[config.mk]
export PLATFORM = sky130hd
export DESIGN_NAME = dac_arb_ctrl
export DESIGN_NICKNAME = d
export VERILOG_FILES = /design/src/rtl/dac_arb_ctrl.sv
export SDC_FILE = /design/constraint.sdc
export NUM_CORES = 1
export LEC_CHECK = 0
export CORE_UTILIZATION = 33
export CTS_BUF_LIST = sky130_fd_sc_hd__clkbuf_8
export CTS_CLUSTER_DIAMETER = 150
export DETAILED_ROUTE_END_ITERATION = 12
export DONT_BUFFER_PORTS = 1
export PLACE_DENSITY = 0.45
export SLEW_MARGIN = 20
export SYNTH_ARGS = -nofsm -noshare
export SYNTH_HDL_FRONTEND = slang
export SYNTH_SLANG_ARGS = --single-unit
[constraint.sdc]
create_clock -name s_clk -period 2.8 [get_ports s_clk]
set_input_delay 0.56 -clock s_clk [delete_from_list [all_inputs] [get_ports s_clk]]
set_output_delay 0.56 -clock s_clk [all_outputs]
set_load 0.1 [all_outputs]
[src/rtl/dac_arb_ctrl.sv]
// Round-robin arbiter sharing the DAC data register between two requesters, with a minimum hold between updates.
// Latency: handshake in cycle T puts dac_data and the dac_upd pulse out in cycle T+1; HOLD then spans HOLD_TM cycles.
// Backpressure: rdy only in IDLE with en=1; requesters hold vld/data stable until their rdy, and nothing is dropped.
module dac_arb_ctrl #(
  parameter int DW      = 10,
  parameter int HOLD_TM = 499999
) (
  input  logic          s_clk,
  input  logic          s_rst,
  input  logic          en,
  input  logic          req0_vld,
  input  logic [DW-1:0] req0_data,
  output logic          req0_rdy,
  input  logic          req1_vld,
  input  logic [DW-1:0] req1_data,
  output logic          req1_rdy,
  output logic [DW-1:0] dac_data,
  output logic          dac_upd,
  output logic          gnt_id,
  output logic          busy
);

  // Last count value of the hold; the counter clears here instead of reaching HOLD_TM.
  localparam logic [18:0] HOLD_LAST = 19'(HOLD_TM - 1);

  typedef enum logic {
    ST_IDLE = 1'b0,
    ST_HOLD = 1'b1
  } state_t;

  state_t        state_q, state_d;
  logic [18:0]   hold_cnt_q, hold_cnt_d;
  logic          last_gnt_q, last_gnt_d;
  logic [DW-1:0] dac_data_q, dac_data_d;
  logic          dac_upd_q, dac_upd_d;
  logic          gnt_id_q, gnt_id_d;
  logic          busy_q, busy_d;

  logic          any_vld;
  logic          sel;

  // Requester choice: a lone valid wins; under contention, the one not served last.
  always_comb begin
    any_vld = req0_vld | req1_vld;
    sel     = (req0_vld & req1_vld) ? ~last_gnt_q : req1_vld;
  end

  // Next-state and handshake logic; rdy is gated by reset so nothing is accepted while it is asserted.
  always_comb begin
    state_d    = state_q;
    hold_cnt_d = hold_cnt_q;
    last_gnt_d = last_gnt_q;
    dac_data_d = dac_data_q;
    gnt_id_d   = gnt_id_q;
    busy_d     = busy_q;
    dac_upd_d  = 1'b0;
    req0_rdy   = 1'b0;
    req1_rdy   = 1'b0;
    case (state_q)
      ST_IDLE: begin
        if (en && any_vld && !s_rst) begin
          req0_rdy   = ~sel;
          req1_rdy   = sel;
          dac_data_d = sel ? req1_data : req0_data;
          gnt_id_d   = sel;
          last_gnt_d = sel;
          dac_upd_d  = 1'b1;
          hold_cnt_d = '0;
          busy_d     = 1'b1;
          state_d    = ST_HOLD;
        end
      end
      ST_HOLD: begin
        // en is deliberately ignored here: a started hold always runs its full length.
        if (hold_cnt_q == HOLD_LAST) begin
          hold_cnt_d = '0;
          busy_d     = 1'b0;
          state_d    = ST_IDLE;
        end else begin
          hold_cnt_d = hold_cnt_q + 19'd1;
        end
      end
      default: begin
        state_d = ST_IDLE;
        busy_d  = 1'b0;
      end
    endcase
  end

  // State and output registers; last_gnt resets to 1 so requester 0 wins the first contention.
  always_ff @(posedge s_clk or posedge s_rst) begin
    if (s_rst) begin
      state_q    <= ST_IDLE;
      hold_cnt_q <= '0;
      last_gnt_q <= 1'b1;
      dac_data_q <= '0;
      dac_upd_q  <= 1'b0;
      gnt_id_q   <= 1'b0;
      busy_q     <= 1'b0;
    end else begin
      state_q    <= state_d;
      hold_cnt_q <= hold_cnt_d;
      last_gnt_q <= last_gnt_d;
      dac_data_q <= dac_data_d;
      dac_upd_q  <= dac_upd_d;
      gnt_id_q   <= gnt_id_d;
      busy_q     <= busy_d;
    end
  end

  assign dac_data = dac_data_q;
  assign dac_upd  = dac_upd_q;
  assign gnt_id   = gnt_id_q;
  assign busy     = busy_q;

endmodule

# Word level (Yosys, flattened, before mapping)
# Index checks and enable logic that the tools add are counted.
totals:
  input_bits: 25
  out_inout_bits: 15
  reg_bits: 34
  wordCells: 37
classes:
  eq_ne: 3
  reduce_logical: 5
  n_addsub: 1
  muxes: 16
  bitwise_logic: 5
ops:
  columns: ["op", "count"]
  rows:
  - ["19-bit two-way mux", 2]
  - ["19-bit one-hot mux with 2 select lines", 1]
  - ["19-bit by 1-bit adder with 19-bit output (second input constant)", 1]
  - ["19-bit == test (second input constant)", 1]
  - ["1-bit two-way mux", 10]
  - ["10-bit two-way mux", 1]
  - ["1-bit one-hot mux with 2 select lines", 2]
  - ["2-bit AND reduction", 2]
  - ["1-bit NOT", 3]
  - ["1-bit logical AND", 2]
  - ["2-bit by 1-bit inequality test with 1-bit output (second input constant)", 1]
  - ["2-bit inequality test (second input constant)", 1]
  - ["1-bit AND", 1]
  - ["1-bit logical NOT", 1]
  - ["1-bit OR", 1]

# Depth between registers and ports, before layout
logic_depth:
  word_depth: 5
  mapped_depth: 7

# Least setup slack after synthesis
# OpenSTA, ideal clock, no wires.
synth_timing:
  path_kind: "input to output"
  startpoint: "input s_rst"
  endpoint: "output req0_rdy"
  arrival_time_ps: 3490
  path_stages: 6
  path_slack_ps: -1250
  n_path_buf: 2
  path_cell_list: "inv_1 -> o211ai_1 -> or2_2 -> clkbuf_1 -> clkbuf_1 -> nor2_1"
synth_between:
  elab_chain_cells: 4
synth_rtl:
  columns: ["element", "line_no", "source"]
  rows:
  - ["from (decl)", "9", "input logic s_rst,"]
  - ["1-bit logical NOT (no source line)", null, null]
  - ["1-bit logical AND", "61", "if (en && any_vld && !s_rst) begin"]
  - ["1-bit two-way mux", "61", null]
  - ["1-bit two-way mux", "59", "case (state_q)"]
  - ["to (decl)", "13", "output logic req0_rdy,"]
# No other way between the ends.

# Final worst setup path
layout_timing:
  startpoint: "register state_q"
  endpoint: "output req1_rdy"
layout_between:
  elab_chain_cells: 1
layout_rtl:
  columns: ["element", "line_no", "source"]
  rows:
  - ["from (decl)", "31", "state_t state_q, state_d;"]
  - ["from (signal assigned)", "101", "state_q <= state_d;"]
  - ["1-bit two-way mux", "59", null]
  - ["to (decl)", "16", "output logic req1_rdy,"]
# No other way between the ends.

==> flow_summary.yaml <==
worst_hold_path:
  hold_class: "input pin to async pin"
timing:
  slew_headroom_pct: 39.3
  rsz0062_at_grt: "false"
  worstMarginPinSlew_ns: 0.911
  whs_ns: 0.301
  period_share_pct: 83.4
  tns_ns: 0
  hold_violations: 0
  fmax_mhz: 428
  period_needed_ns: 2.33
  finalMaxSlewViolations: 0
  setup_violations: 0
  skew_ns: 0.00304
grt:
  grt_max_degree: 35
  globalRoute.totalOverflow: 0
  grt_pass1_wl_mm: 6.91
  grt_antenna_before_repair: 0
  track_usage_pct: 16.5
  grt_pass1_vias: 1453
finish:
  fin_nets: 221
  fin_util_pct: 38.6
  synthToLayoutAreaGrowth_pct: 11.8
  diodes: 0
  finalInstanceArea_sq_um: 1980
  drive_gt1_share_pct: 13.3
setup_path:
  path_cells: "or2_2 -> inv_1 -> and2_2"
  slowest_delay_ns: 0.55
  path_delay_family: "simple AND/OR/NAND/NOR gates"
  r2r_slack_ns: 0.62
  crit_buf_inv: 1
  cp_max_fo: 12
  startpoint_type: "register"
  r2r_end: "hold_cnt_q[10]"
  arrival_ns: 1.77
  r2r_cells: 5
  crit_type: "register to output pin"
  cp_slowest_cell: "dfrtp_1"
  rr_startpoint: "hold_cnt_q[9]"
  required_ns: 2.24
  crit_path_end_kind: "output pin"
job:
  drv_cap: 0
floorplanning:
  rows: 26
  chipWidth_um: 75.3
  initial_utilization_pct: 34.5
  die_area_sq_um: 5670
  ios: 40
  coreArea_sq_um: 5140
  die_y_um: 75.3
placement:
  gp_congestion: 0.766
  port_buffers: 0
  place_area_sq_um: 1890
  dp_hpwl_mm: 2.75
route:
  viasPerCell: 5.19
  first_pass_iters: 4
  routed_wl_mm: 3.82
  via_count: 1376
  postRouteAntennaNets: 0
  wl_per_cell_um: 14.4
  drt_iter0_drc: 92
  drc: 0
clock_network:
  cts.repair.resized: 0
  clk_pin_slew_ns: 0.07
  cts_tree: "yes"
  cts_buffers: 5
  numClockSinks: 34
  clock_path_buffers: 2
  clock_latency_ns: 0.28
  cts.htree.levels: 2
  post_cts_buffers: 0
  cts_root_buffer: "clkbuf_8"
  cts_hold_repair.buffers: 0
synth:
  ys_seq_elements: 34
  synth_top_area_share_pct: 46.6
  synth.cell_area_sq_um: 1770
  avgSynthCellArea_sq_um: 9.33
  yosysUniqueCellTypes: 41
  yosys.area.top_type: "dfrtp_1"
  syn-num-nets: 217
  synth_cells: 190
  synth_area_leaders: "dfrtp_1 (47%), nand2_1 (6.6%), mux2i_1 (6.2%)"
  synth.yosys.seq_area_share_pct: 48.1
  ys.warnings.count: 0
power_and_ir_drop:
  power.density_nw_per_um2: 485
  total_power_mw: 0.960
  p_leak_nw: 0.900
  peakVddDrop_uv: 222
run_status:
  outcome: "completed"
[worst max-delay path by stage]
| stage | startpoint | end | slack, ns | depth (start not counted) |
|---|---|---|---|---|
| CTS | state_q | req1_rdy | 0.44 | 3 |
| floorplan | s_rst | req0_rdy | 0.007 | 6 |
| finish | state_q | req1_rdy | 0.47 | 3 |
| global placement | s_rst | req1_rdy | 0.66 | 5 |
| detailed placement | hold_cnt_q[9] | hold_cnt_q[10] | 0.61 | 5 |
| global route | state_q | req1_rdy | 0.38 | 3 |
[cells in the mapped netlist]
| master | instances |
|---|---|
| a21boi_0 | 1 |
| a21o_1 | 5 |
| a21oi_1 | 6 |
| a22o_1 | 1 |
| a22oi_1 | 1 |
| and2_1 | 1 |
| and3_1 | 1 |
| buf_2 | 2 |
| buf_4 | 1 |
| clkbuf_1 | 6 |
| dfrtp_1 | 33 |
| dfstp_2 | 1 |
| ha_1 | 2 |
| inv_1 | 8 |
| mux2_2 | 1 |
| mux2i_1 | 11 |
| nand2_1 | 31 |
| nand2b_1 | 1 |
| nand3_1 | 17 |
| nand3b_1 | 1 |
| nand4_1 | 2 |
| nand4_2 | 1 |
| nand4b_1 | 1 |
| nor2_1 | 7 |
| nor2b_1 | 2 |
| nor3_2 | 1 |
| nor4_1 | 2 |
| nor4b_1 | 1 |
| o211ai_1 | 2 |
| o21ai_0 | 21 |
| o22ai_1 | 1 |
| o311ai_0 | 1 |
| o31ai_1 | 1 |
| o41a_1 | 1 |
| o41ai_4 | 1 |
| or2_2 | 3 |
| or3_1 | 7 |
| or3_4 | 1 |
| or3b_2 | 1 |
| xnor2_1 | 1 |
| xor2_1 | 1 |
[flip-flops by register name, summed over array words and instances (netlist names)]
register    cells
hold_cnt_q     19
dac_data       10
busy            1
dac_upd         1
gnt_id          1
last_gnt_q      1
state_q         1
[report_power, final]
group | internal (mW) | total, mW | switching (mW)
Clock | 0.195 | 0.370 | 0.176
Sequential | 0.498 | 0.556 | 0.0580
Combinational | 0.0138 | 0.0345 | 0.0207
Total | 0.706 | 0.960 | 0.254
[per-layer routing]
layer | track usage [%] | part of all wire (%) | up-vias
met5 | 0 | 0 | -
li1 | - | - | 675
met4 | 6.17 | 0.79 | 0
met2 | 27.7 | 50 | 38
met1 | 20.3 | 44 | 658
met3 | 4.50 | 4.7 | 5
[through the flow]
stage	instances	setup WS [ns]
detailed placement	257	0.613
CTS	265	0.442
global placement	257	0.664
floorplan	190	0.00660
finish	265	0.466
global route	265	0.380
[layout make-up]
class	instances	area (sq um)
Clock buffer	6	82.6
Clock inverter	2	8.76
Fill cell	542	3160
Inverter	8	33.8
Multi-Input combinational cell	139	860
Sequential cell	34	852
Tap cell	70	87.6
Timing Repair Buffer	6	57.6
[cells in the final DEF, fill, tap and decap left out, drive strengths merged, types with 2 or more instances in the layout]
master  netlist  final
a21oi         6      6
clkbuf        6      6
o21ai        21     21
nor2          7      7
nand4         3      3
or3           8      8
mux2i        11     11
or2           3      3
nor2b         2      2
dfrtp        33     33
nand2        31     31
ha            2      2
nor4          2      2
inv           8      8
o211ai        2      2
nand3        17     17
buf           3      6
a21o          5      5
[logic make-up (layout without fill, tap and decap cells)]
family,Yosys count,in the layout,synth area share [%]
xor+xnor,2,2,0.988
compound gates,42,42,15.4
flops,34,34,48.1
buf+inv,17,22,3.95
mux,12,12,6.85
simple gates,81,81,23.4
fa+ha+maj,2,2,1.41
No activity file was read; power rests on OpenSTA's default activity.
